===== config.mk =====
export PLATFORM = sky130hd
export DESIGN_NAME = sprite_anim_lut_flat
export DESIGN_NICKNAME = d
export VERILOG_FILES = /design/src/rtl/sprite_anim_lut_pkg.sv /design/src/rtl/sprite_anim_lut_if.sv /design/src/rtl/sprite_anim_lut_seq.sv /design/src/rtl/sprite_anim_lut.sv /design/src/flat_wrapper.sv
export VERILOG_INCLUDE_DIRS = /design/src /design/src/rtl
export SDC_FILE = /design/constraint.sdc
export NUM_CORES = 1
export LEC_CHECK = 0
export CAP_MARGIN = 40
export CELL_PAD_IN_SITES_DETAIL_PLACEMENT = 0
export CELL_PAD_IN_SITES_GLOBAL_PLACEMENT = 2
export CORE_MARGIN = 2
export CORE_UTILIZATION = 32
export CTS_BUF_LIST = sky130_fd_sc_hd__clkbuf_4
export CTS_CLUSTER_SIZE = 28
export DETAILED_ROUTE_END_ITERATION = 10
export GPL_ROUTABILITY_DRIVEN = 0
export PLACE_DENSITY = 0.89
export RECOVER_POWER = 25
export SYNTH_ARGS = -nofsm -noshare
export SYNTH_HDL_FRONTEND = slang
export SYNTH_HIERARCHICAL = 1
export SYNTH_SLANG_ARGS = --single-unit

===== constraint.sdc =====
create_clock -name clk -period 4 [get_ports clk]
set_clock_uncertainty 0.15 [all_clocks]
set_input_delay 1.2 -clock clk [delete_from_list [all_inputs] [get_ports clk]]
set_output_delay 1.2 -clock clk [all_outputs]
set_load 0.01 [all_outputs]

===== src/rtl/sprite_frames.svh =====
// Bitmap contents of every animation frame, as a function of (frame, row, column).
function automatic logic [7:0] sprite_frame_pix(input int f, input int yy, input int xx);
    int v;
    v = (xx + 2 * yy + 3 * f) ^ (xx >> 2);
    return 8'(v);
endfunction


===== src/rtl/sprite_anim_lut_pkg.sv =====
// Shared types for the animated sprite store: pixel type, animation mode and sequencer states.
package sprite_pkg;

    localparam int SPRITE_BPP = 3;

    typedef logic [SPRITE_BPP-1:0] pixel_t;

    localparam pixel_t PIX_TRANSPARENT = '0;

    typedef enum logic {
        ANIM_LOOP     = 1'b0,
        ANIM_PINGPONG = 1'b1
    } anim_mode_e;

    typedef enum logic [1:0] {
        PLAY_FWD = 2'd0,
        PLAY_BWD = 2'd1,
        PAUSED   = 2'd2
    } anim_state_e;

    // Index width for a table of v entries, never narrower than one bit.
    function automatic int clog2_min1(input int v);
        return (v > 1) ? $clog2(v) : 1;
    endfunction

endpackage


===== src/rtl/sprite_anim_lut_if.sv =====
// Pixel lookup bus: request side (coordinates, mirror) and registered result side.
interface sprite_anim_lut_if #(
    parameter int XW  = 5,
    parameter int YW  = 5,
    parameter int BPP = 3
);
    logic           req_valid;
    logic [XW-1:0]  x;
    logic [YW-1:0]  y;
    logic           mirror;
    logic           pix_valid;
    logic [BPP-1:0] pixel;

    modport master (
        output req_valid, x, y, mirror,
        input  pix_valid, pixel
    );

    modport slave (
        input  req_valid, x, y, mirror,
        output pix_valid, pixel
    );
endinterface


===== src/rtl/sprite_anim_lut_seq.sv =====
// Animation sequencer: hold counter, play direction and displayed frame index.
module sprite_anim_seq
    import sprite_pkg::*;
#(
    parameter int  NFRAMES = 4,
    parameter int  HOLD    = 8,
    parameter int  MODE    = 0,
    localparam int FW      = clog2_min1(NFRAMES),
    localparam int CW      = clog2_min1(HOLD)
) (
    input  logic          clk,
    input  logic          rst,
    input  logic          frame_tick,
    input  logic          anim_en,
    input  logic          anim_restart,
    output logic [FW-1:0] frame_idx
);

    anim_state_e   st_q, st_d;
    logic          bwd_q, bwd_d;
    logic          cur_bwd;
    logic [CW-1:0] cnt_q, cnt_d;
    logic [FW-1:0] frm_q, frm_d;

    always_ff @(posedge clk or posedge rst) begin
        if (rst) begin
            st_q  <= PLAY_FWD;
            bwd_q <= 1'b0;
            cnt_q <= '0;
            frm_q <= '0;
        end else begin
            st_q  <= st_d;
            bwd_q <= bwd_d;
            cnt_q <= cnt_d;
            frm_q <= frm_d;
        end
    end

    always_comb begin
        // bwd_q remembers the direction across a pause
        cur_bwd = (st_q == PLAY_BWD) || ((st_q == PAUSED) && bwd_q);
        cnt_d   = cnt_q;
        frm_d   = frm_q;
        bwd_d   = cur_bwd;
        st_d    = st_q;

        if (anim_restart) begin
            cnt_d = '0;
            frm_d = '0;
            bwd_d = 1'b0;
        end else if (frame_tick && anim_en) begin
            if (cnt_q == CW'(HOLD - 1)) begin
                cnt_d = '0;
                if (NFRAMES > 1) begin
                    if (MODE == int'(ANIM_PINGPONG)) begin
                        if (!cur_bwd) begin
                            if (frm_q == FW'(NFRAMES - 1)) begin
                                bwd_d = 1'b1;
                                frm_d = FW'(NFRAMES - 2);
                            end else begin
                                frm_d = frm_q + FW'(1);
                            end
                        end else if (frm_q == '0) begin
                            bwd_d = 1'b0;
                            frm_d = FW'(1);
                        end else begin
                            frm_d = frm_q - FW'(1);
                        end
                    end else begin
                        frm_d = (frm_q == FW'(NFRAMES - 1)) ? '0 : frm_q + FW'(1);
                    end
                end
            end else begin
                cnt_d = cnt_q + CW'(1);
            end
        end

        if (!anim_en)
            st_d = PAUSED;
        else if (bwd_d)
            st_d = PLAY_BWD;
        else
            st_d = PLAY_FWD;
    end

    assign frame_idx = frm_q;

endmodule


===== src/rtl/sprite_anim_lut.sv =====
// Animated sprite store with one-cycle registered pixel lookup.
// Optional horizontal flip is built only when SPRITE_MIRROR_EN is defined.
module sprite_anim_lut
    import sprite_pkg::*;
#(
    parameter int  W       = 32,
    parameter int  H       = 32,
    parameter int  NFRAMES = 4,
    parameter int  BPP     = 3,
    parameter int  HOLD    = 8,
    parameter int  MODE    = 0,
    localparam int XW      = clog2_min1(W),
    localparam int YW      = clog2_min1(H),
    localparam int FW      = clog2_min1(NFRAMES)
) (
    input  logic              clk,
    input  logic              rst,
    input  logic              frame_tick,
    input  logic              anim_en,
    input  logic              anim_restart,
    sprite_anim_lut_if.slave  bus,
    output logic [FW-1:0]     frame_idx
);

    `include "sprite_frames.svh"

    logic [BPP-1:0] rom [NFRAMES][H][W];

    for (genvar f = 0; f < NFRAMES; f++) begin : g_frame
        for (genvar r = 0; r < H; r++) begin : g_row
            for (genvar c = 0; c < W; c++) begin : g_col
                assign rom[f][r][c] = BPP'(sprite_frame_pix(f, r, c));
            end
        end
    end

    sprite_anim_seq #(
        .NFRAMES (NFRAMES),
        .HOLD    (HOLD),
        .MODE    (MODE)
    ) u_seq (
        .clk          (clk),
        .rst          (rst),
        .frame_tick   (frame_tick),
        .anim_en      (anim_en),
        .anim_restart (anim_restart),
        .frame_idx    (frame_idx)
    );

    logic           in_range_p0;
    logic [XW-1:0]  xr_p0;
    logic [BPP-1:0] pix_p0;
    logic           vld_p1;
    logic [BPP-1:0] pix_p1;

    // Stage p0: range check on raw coordinates, optional flip, ROM read
    always_comb begin
        in_range_p0 = (int'(bus.x) < W) && (int'(bus.y) < H);
        xr_p0       = bus.x;
`ifdef SPRITE_MIRROR_EN
        if (bus.mirror)
            xr_p0 = XW'(W - 1) - bus.x;
`endif
        pix_p0 = BPP'(PIX_TRANSPARENT);
        if (in_range_p0)
            pix_p0 = rom[frame_idx][bus.y][xr_p0];
    end

`ifndef SPRITE_MIRROR_EN
    logic unused_mirror;
    assign unused_mirror = bus.mirror;
`endif

    // Stage p1: registered result; pixel holds when no request arrives
    always_ff @(posedge clk or posedge rst) begin
        if (rst) begin
            vld_p1 <= 1'b0;
            pix_p1 <= '0;
        end else begin
            vld_p1 <= bus.req_valid;
            if (bus.req_valid)
                pix_p1 <= pix_p0;
        end
    end

    assign bus.pix_valid = vld_p1;
    assign bus.pixel     = pix_p1;

endmodule


===== src/flat_wrapper.sv =====
// flat-port wrapper written by rule: the top's interface ports become plain ports
module sprite_anim_lut_flat import sprite_pkg::*;
#(
    parameter int  W       = 32,
    parameter int  H       = 32,
    parameter int  NFRAMES = 4,
    parameter int  BPP     = 3,
    parameter int  HOLD    = 8,
    parameter int  MODE    = 0,
    localparam int XW      = clog2_min1(W),
    localparam int YW      = clog2_min1(H),
    localparam int FW      = clog2_min1(NFRAMES)
)
  (clk, rst, frame_tick, anim_en, anim_restart, frame_idx, bus_req_valid, bus_x, bus_y, bus_mirror, bus_pix_valid, bus_pixel);
  sprite_anim_lut_if #(.XW(5), .YW(5), .BPP(BPP)) bus_i ();
  input  logic clk;
  input  logic rst;
  input  logic frame_tick;
  input  logic anim_en;
  input  logic anim_restart;
  output logic [FW-1:0] frame_idx;
  input wire logic [$bits(bus_i.req_valid)-1:0] bus_req_valid;
  input wire logic [$bits(bus_i.x)-1:0] bus_x;
  input wire logic [$bits(bus_i.y)-1:0] bus_y;
  input wire logic [$bits(bus_i.mirror)-1:0] bus_mirror;
  output wire logic [$bits(bus_i.pix_valid)-1:0] bus_pix_valid;
  output wire logic [$bits(bus_i.pixel)-1:0] bus_pixel;
  assign bus_i.req_valid = bus_req_valid;
  assign bus_i.x = bus_x;
  assign bus_i.y = bus_y;
  assign bus_i.mirror = bus_mirror;
  assign bus_pix_valid = bus_i.pix_valid;
  assign bus_pixel = bus_i.pixel;
  sprite_anim_lut #(.W(W), .H(H), .NFRAMES(NFRAMES), .BPP(BPP), .HOLD(HOLD), .MODE(MODE)) u_core (.clk(clk), .rst(rst), .frame_tick(frame_tick), .anim_en(anim_en), .anim_restart(anim_restart), .bus(bus_i), .frame_idx(frame_idx));
endmodule

==> results of run 1 <==
layout by cell type (no fill, tap or decap), drive strengths merged, types with 2 or more instances in the layout:
cell | netlist | final
and3b | 2 | 2
o21ai | 3 | 3
inv | 6 | 6
ha | 7 | 7
a21oi | 4 | 4
nand2 | 4 | 4
clkdlybuf4s50 | 0 | 17
nor2b | 4 | 4
dfrtp | 9 | 9
nand3 | 3 | 3
xnor3 | 2 | 2
o31ai | 2 | 2
nor2 | 4 | 4
clkbuf | 0 | 4
nand4 | 2 | 2
mux2 | 3 | 3
nor3b | 2 | 2
a21bo | 3 | 3
kinds of logic (layout without fill, tap and decap cells):
| logic type | Yosys count | in the layout |
|---|---|---|
| simple gates | 24 | 24 |
| compound gates | 20 | 20 |
| buf+inv | 11 | 28 |
| flops | 9 | 9 |
| fa+ha+maj | 7 | 7 |
| xor+xnor | 4 | 4 |
| mux | 4 | 4 |
flip-flops by register name, indices dropped and copies added, names as in the netlist:
signal	count
u_core/bus.pix_valid	1
u_core/u_seq/frame_idx	2
u_core/u_seq/cnt_q	3
u_core/bus.pixel	3
worst paths after layout:
| path | slack [ps] | depth (start not counted) | endpoint |
|---|---|---|---|
| worst max-delay path | 1100 | 5 | u_core/bus.pixel[2]$_DFFE_PP0P_ |
| worst min-delay path | 360 | 2 | u_core/bus.pixel[0]$_DFFE_PP0P_ |
| worst max register to register | 1880 | 5 | u_core/bus.pixel[1]$_DFFE_PP0P_ |
| worst min register to register | 360 | 2 | u_core/bus.pixel[0]$_DFFE_PP0P_ |
| max in group asynchronous | 2390 | 2 | u_core/u_seq/cnt_q[1]$_DFFE_PP0P_ |
| min in group asynchronous | 1140 | 2 | u_core/bus.pix_valid$_DFF_PP0_ |
cell type report:
class                      count  area, um2
clock buffer                   4       30.0
fill                         241       1440
inverter                       6       22.5
multi-input combinational     59        524
sequential                     9        225
tap                           30       37.5
timing repair buffer          18        180
power breakdown:
| part | internal [mW] | switching (mW) | leakage [nW] |
|---|---|---|---|
| registers | 0.0977 | 0.00329 | 0.117 |
| clock network | 0.0452 | 0.0322 | 0.0184 |
| logic | 0.0369 | 0.0265 | 0.312 |
| total | 0.180 | 0.0620 | 0.447 |
critical path: stages:
cell	delay, ps
clkdlybuf4s50_1	740
xor2_1	180
a2111oi_2	400
a311oi_1	90
a221o_1	270
routing by layer:
metal / up-vias / global-route usage, % / part of all wire [%]
met1: 277 / 13.5 / 45
met4: 0 / 2.50 / 0
met3: 0 / 4.37 / 7.5
met2: 17 / 17.5 / 47
met5: - / 0 / 0
li1: 318 / - / -
==> impl_metrics.tcl, run 1 <==
set metrics [dict create \
    antenna_found_initial 0 \
    routed_wl_um 1520 \
    numCtsBuffers 3 \
    synth_cell_types 38 \
    drt_iter0_drc 15 \
    path_clk_slew_ps 60 \
    wl_per_cell_um 12.1 \
    crit_path_start "bus_x[1]" \
    synth_fp_nets 103 \
    path_max_fanout 15 \
    dp.cells 122 \
    synth_xor_area_share_pct 7.62 \
    synth_top_family_by_area "simple AND/OR/NAND/NOR gates" \
    vias 612 \
    rows 18 \
    io_pins 23 \
    port_buffers 18 \
    power.total_mw 0.242 \
    via_per_inst 4.86 \
    placed_area_um2 990 \
    worstSkewPairLatency_ps 260 \
    synthAdderAreaFrac_pct 10.7 \
    ys_seq_elements 9 \
    peakVddDrop_mv 0.313 \
    dieArea_um2 2990 \
    r2r_start "u_core/u_seq/frame_idx[0]$_DFFE_PP0P_" \
    p_per_area_nw_per_um2 237 \
    netlist_area_um2 821 \
    hp-class "reg2reg" \
    cts.sinks 9 \
    fmax_ghz 0.345 \
    crit_type "in2reg" \
    fp.coreArea_um2 2450 \
    crit_arrival_ps 2890 \
    finalSetupViolations 0 \
    maxCapViolCount 0 \
    final_hold_viol_count 0 \
    synth.top_cells.by_count "dfrtp_1 (9), ha_1 (7), inv_1 (6)" \
    yosys_warnings 6 \
    grt_pass1_vias 542 \
    post_cts_buffers 0 \
    fin_crit_sh_pct 72.6 \
    max-clock-path-buffers 2 \
    syn_area_per_cell_um2 10.4 \
    async_flop_share_pct 100 \
    yosysTopAreaCellShare_pct 27.4 \
    first_pass_iters 3 \
    relSlewSlack_pct 70.1 \
    synth_mux_area_share_pct 6.25 \
    grt_overflow 0 \
    stdcell_count 126 \
    route.antenna.remaining_nets 0 \
    power.leakage_nw 0.447 \
    critPathLaunchType "input pin" \
    layout.nets 121 \
    start_util_pct 33.4 \
    holdWs_ps 362 \
    synth_compound_area_share_pct 19.4 \
    drc 0 \
    die_w_um 54.6 \
    grt_pass1_wl_um 2350 \
    synthSimpleGateAreaFrac_pct 20.0 \
    detailed_place_hpwl_um 1200 \
    utilization_pct 41.5 \
    layout-drive-gt1-share_pct 15.6 \
    synth_flop_cell "dfrtp_1" \
    netlist_instances 79 \
    required_ps 3990 \
    htreeDepth 1 \
    status "complete, no violations" \
    die_h_um 54.6 \
    setup_slack_ps 1100 \
    dp_slack_ps 842 \
    grt_usage_pct 10.9 \
    cts.repair.resized 0 \
    cts_tree "yes" \
    synth.most_common_cell "dfrtp_1" \
    yosysTopAreaCell "dfrtp_1" \
    setup_tns_ps 0 \
    syn2layout_area_growth_pct 24.2 \
    synth-edff-count 0 \
    worstMarginPinSlew_ps 446 \
    antennaDiodeCount 0 \
    hp-start "u_core/bus.pixel[0]$_DFFE_PP0P_" \
    cts-root-buf "clkbuf_4" \
    finalMaxSlewViolations 0 \
    rsz0062_at_grt "false" \
    cp-end-kind "flip-flop" \
    synth.area.top_cells "dfrtp_1 (27%), ha_1 (11%), xnor3_1 (5.5%), buf_6 (4.1%), mux2_4 (3.7%)" \
    finalCriticalPeriod_ps 2900 \
    synth-seq-area-share_pct 27.4 \
    postCtsHoldBufs 0 \
    grt_start_max_net_pins 16 \
    final_cell_area_um2 1020 \
]
(Power assumes the default switching activity.)
==> run 2: changes to the inputs <==
--- a/config.mk
+++ b/config.mk
@@ -10,12 +10,12 @@
 export CELL_PAD_IN_SITES_DETAIL_PLACEMENT = 0
 export CELL_PAD_IN_SITES_GLOBAL_PLACEMENT = 2
 export CORE_MARGIN = 2
-export CORE_UTILIZATION = 32
+export CORE_UTILIZATION = 30
 export CTS_BUF_LIST = sky130_fd_sc_hd__clkbuf_4
 export CTS_CLUSTER_SIZE = 28
 export DETAILED_ROUTE_END_ITERATION = 10
 export GPL_ROUTABILITY_DRIVEN = 0
-export PLACE_DENSITY = 0.89
+export PLACE_DENSITY = 0.84
 export RECOVER_POWER = 25
 export SYNTH_ARGS = -nofsm -noshare
 export SYNTH_HDL_FRONTEND = slang
==> constraint.sdc (replaced) <==
create_clock -name clk -period 3.05 [get_ports clk]
set_clock_uncertainty 0.15 [all_clocks]
set_input_delay 0.915 -clock clk [delete_from_list [all_inputs] [get_ports clk]]
set_output_delay 0.915 -clock clk [all_outputs]
set_load 0.01 [all_outputs]
==> run 2 against run 1 <==
Net effect:
- combinational power is 32% higher
- via count is 4.4% higher
- utilization is 1.2 points lower
- worst setup slack worse by 640 ps
- power is 33% higher
- global-route usage is 0.14 points higher
- clock power is 36% higher
- clock-buffer cell count stayed put
- sequential share of layout area is 0.16 points lower
- worst hold slack better by 9.3 ps
- sequential cell count stayed put
- critical path type unchanged
==> impl_metrics.tcl, run 2 (synthesis gave the netlist of run 1 again) <==
set metrics [dict create \
    placed_area_um2 997 \
    finalCriticalPeriod_ps 2590 \
    crit_type "in2reg" \
    path_clk_slew_ps 60 \
    first_pass_iters 2 \
    stdcell_count 127 \
    antennaDiodeCount 0 \
    maxCapViolCount 0 \
    grt_start_max_net_pins 16 \
    whs_path_depth 1 \
    final_hold_viol_count 0 \
    cts-root-buf "clkbuf_4" \
    port_buffers 18 \
    critPathLaunchType "input pin" \
    power.total_mw 0.321 \
    crit_arrival_ps 2590 \
    drc 0 \
    relSlewSlack_pct 69.4 \
    finalSetupViolations 0 \
    drt_iter0_drc 7 \
    p_per_area_nw_per_um2 312 \
    rsz0062_at_grt "false" \
    final_cell_mix "clkdlybuf4s50_1 (17), dfrtp_1 (9), ha_1 (7), inv_1 (6)" \
    fp.coreArea_um2 2540 \
    route.antenna.remaining_nets 0 \
    setup_tns_ps 0 \
    cts.sinks 9 \
    worstMarginPinSlew_ps 457 \
    cp-end-kind "flip-flop" \
    hp-class "reg2reg" \
    vias 639 \
    postCtsHoldBufs 0 \
    grt_usage_pct 11.0 \
    die_h_um 56.3 \
    start_util_pct 32.3 \
    required_ps 3050 \
    path_max_fanout 15 \
    final_cell_area_um2 1030 \
    layout-drive-gt1-share_pct 16.5 \
    antenna_found_initial 0 \
    layout.nets 122 \
    via_per_inst 5.03 \
    worstSkewPairLatency_ps 260 \
    io_pins 23 \
    holdWs_ps 371 \
    cts.repair.resized 0 \
    fmax_ghz 0.385 \
    detailed_place_hpwl_um 1210 \
    dp.cells 123 \
    status "complete, no violations" \
    grt_pass1_wl_um 2750 \
    post_cts_buffers 0 \
    peakVddDrop_mv 0.322 \
    power.leakage_nw 0.452 \
    finalMaxSlewViolations 0 \
    htreeDepth 1 \
    die_w_um 56.3 \
    dieArea_um2 3170 \
    routed_wl_um 1510 \
    dp_slack_ps 187 \
    fin_crit_sh_pct 85.1 \
    max-clock-path-buffers 2 \
    grt_pass1_vias 633 \
    numCtsBuffers 3 \
    cts_tree "yes" \
    final_common_cell "clkdlybuf4s50_1" \
    setup_slack_ps 455 \
    grt_overflow 0 \
    rows 18 \
    syn2layout_area_growth_pct 25.2 \
    wl_per_cell_um 11.9 \
    utilization_pct 40.4 \
    reg2reg_depth 5 \
]
-- run 2: cell types whose count changed in the layout (fill, tap and decap cells not counted) --
cell / previous run / this run
buf_4: 0 / 1
-- run 2: report_power, final --
group	internal, mW	switching, mW	leakage, nW
Combinational	0.0492	0.0342	0.316
Sequential	0.128	0.00471	0.117
Clock	0.0594	0.0451	0.0184
-- run 2: worst paths after layout --
check,start,endpoint,slack (ps)
min reg2reg,u_core/bus.pixel[1]$_DFFE_PP0P_,u_core/bus.pixel[1]$_DFFE_PP0P_,370
min,u_core/bus.pixel[1]$_DFFE_PP0P_,u_core/bus.pixel[1]$_DFFE_PP0P_,370
max,bus_x[1],u_core/bus.pixel[2]$_DFFE_PP0P_,460
max in group asynchronous,rst,u_core/u_seq/cnt_q[0]$_DFFE_PP0P_,1710
min in group asynchronous,rst,u_core/bus.pixel[1]$_DFFE_PP0P_,840
max reg2reg,u_core/u_seq/frame_idx[0]$_DFFE_PP0P_,u_core/bus.pixel[1]$_DFFE_PP0P_,950
-- run 2: final cells by class --
type	instances	area (um2)
well taps	30	37.5
inverters	6	22.5
multi-input cells	59	524
fillers	260	1520
repair buffers	19	188
flip-flops and latches	9	225
clock buffers	4	30.0
-- run 2: worst max-delay path, stage by stage --
cell	delay (ps)
clkdlybuf4s50_1	750
xor2_1	180
a2111oi_2	390
a311oi_1	90
a221o_1	260
-- run 2: per-layer routing --
| layer | wire (um) | part of all wire [%] | GRT usage, % | vias up |
|---|---|---|---|---|
| met5 | 0 | 0 | 0 | - |
| met4 | 0 | 0 | 2.04 | 0 |
| met3 | 79 | 5.2 | 4.38 | 0 |
| met2 | 757 | 50 | 20.0 | 15 |
| met1 | 673 | 45 | 12.1 | 304 |
| li1 | - | - | - | 320 |
==> run 3: changes to the inputs <==
--- a/config.mk
+++ b/config.mk
@@ -15,6 +15,7 @@
 export CTS_CLUSTER_SIZE = 28
 export DETAILED_ROUTE_END_ITERATION = 10
 export GPL_ROUTABILITY_DRIVEN = 0
+export MAX_ROUTING_LAYER = met4
 export PLACE_DENSITY = 0.84
 export RECOVER_POWER = 25
 export SYNTH_ARGS = -nofsm -noshare
==> results of run 3 <==
Same layout as run 2: the final DEF is identical, and so are final timing and power.
Main changes from that run: overall routing resource usage 11.0% -> 11.3%
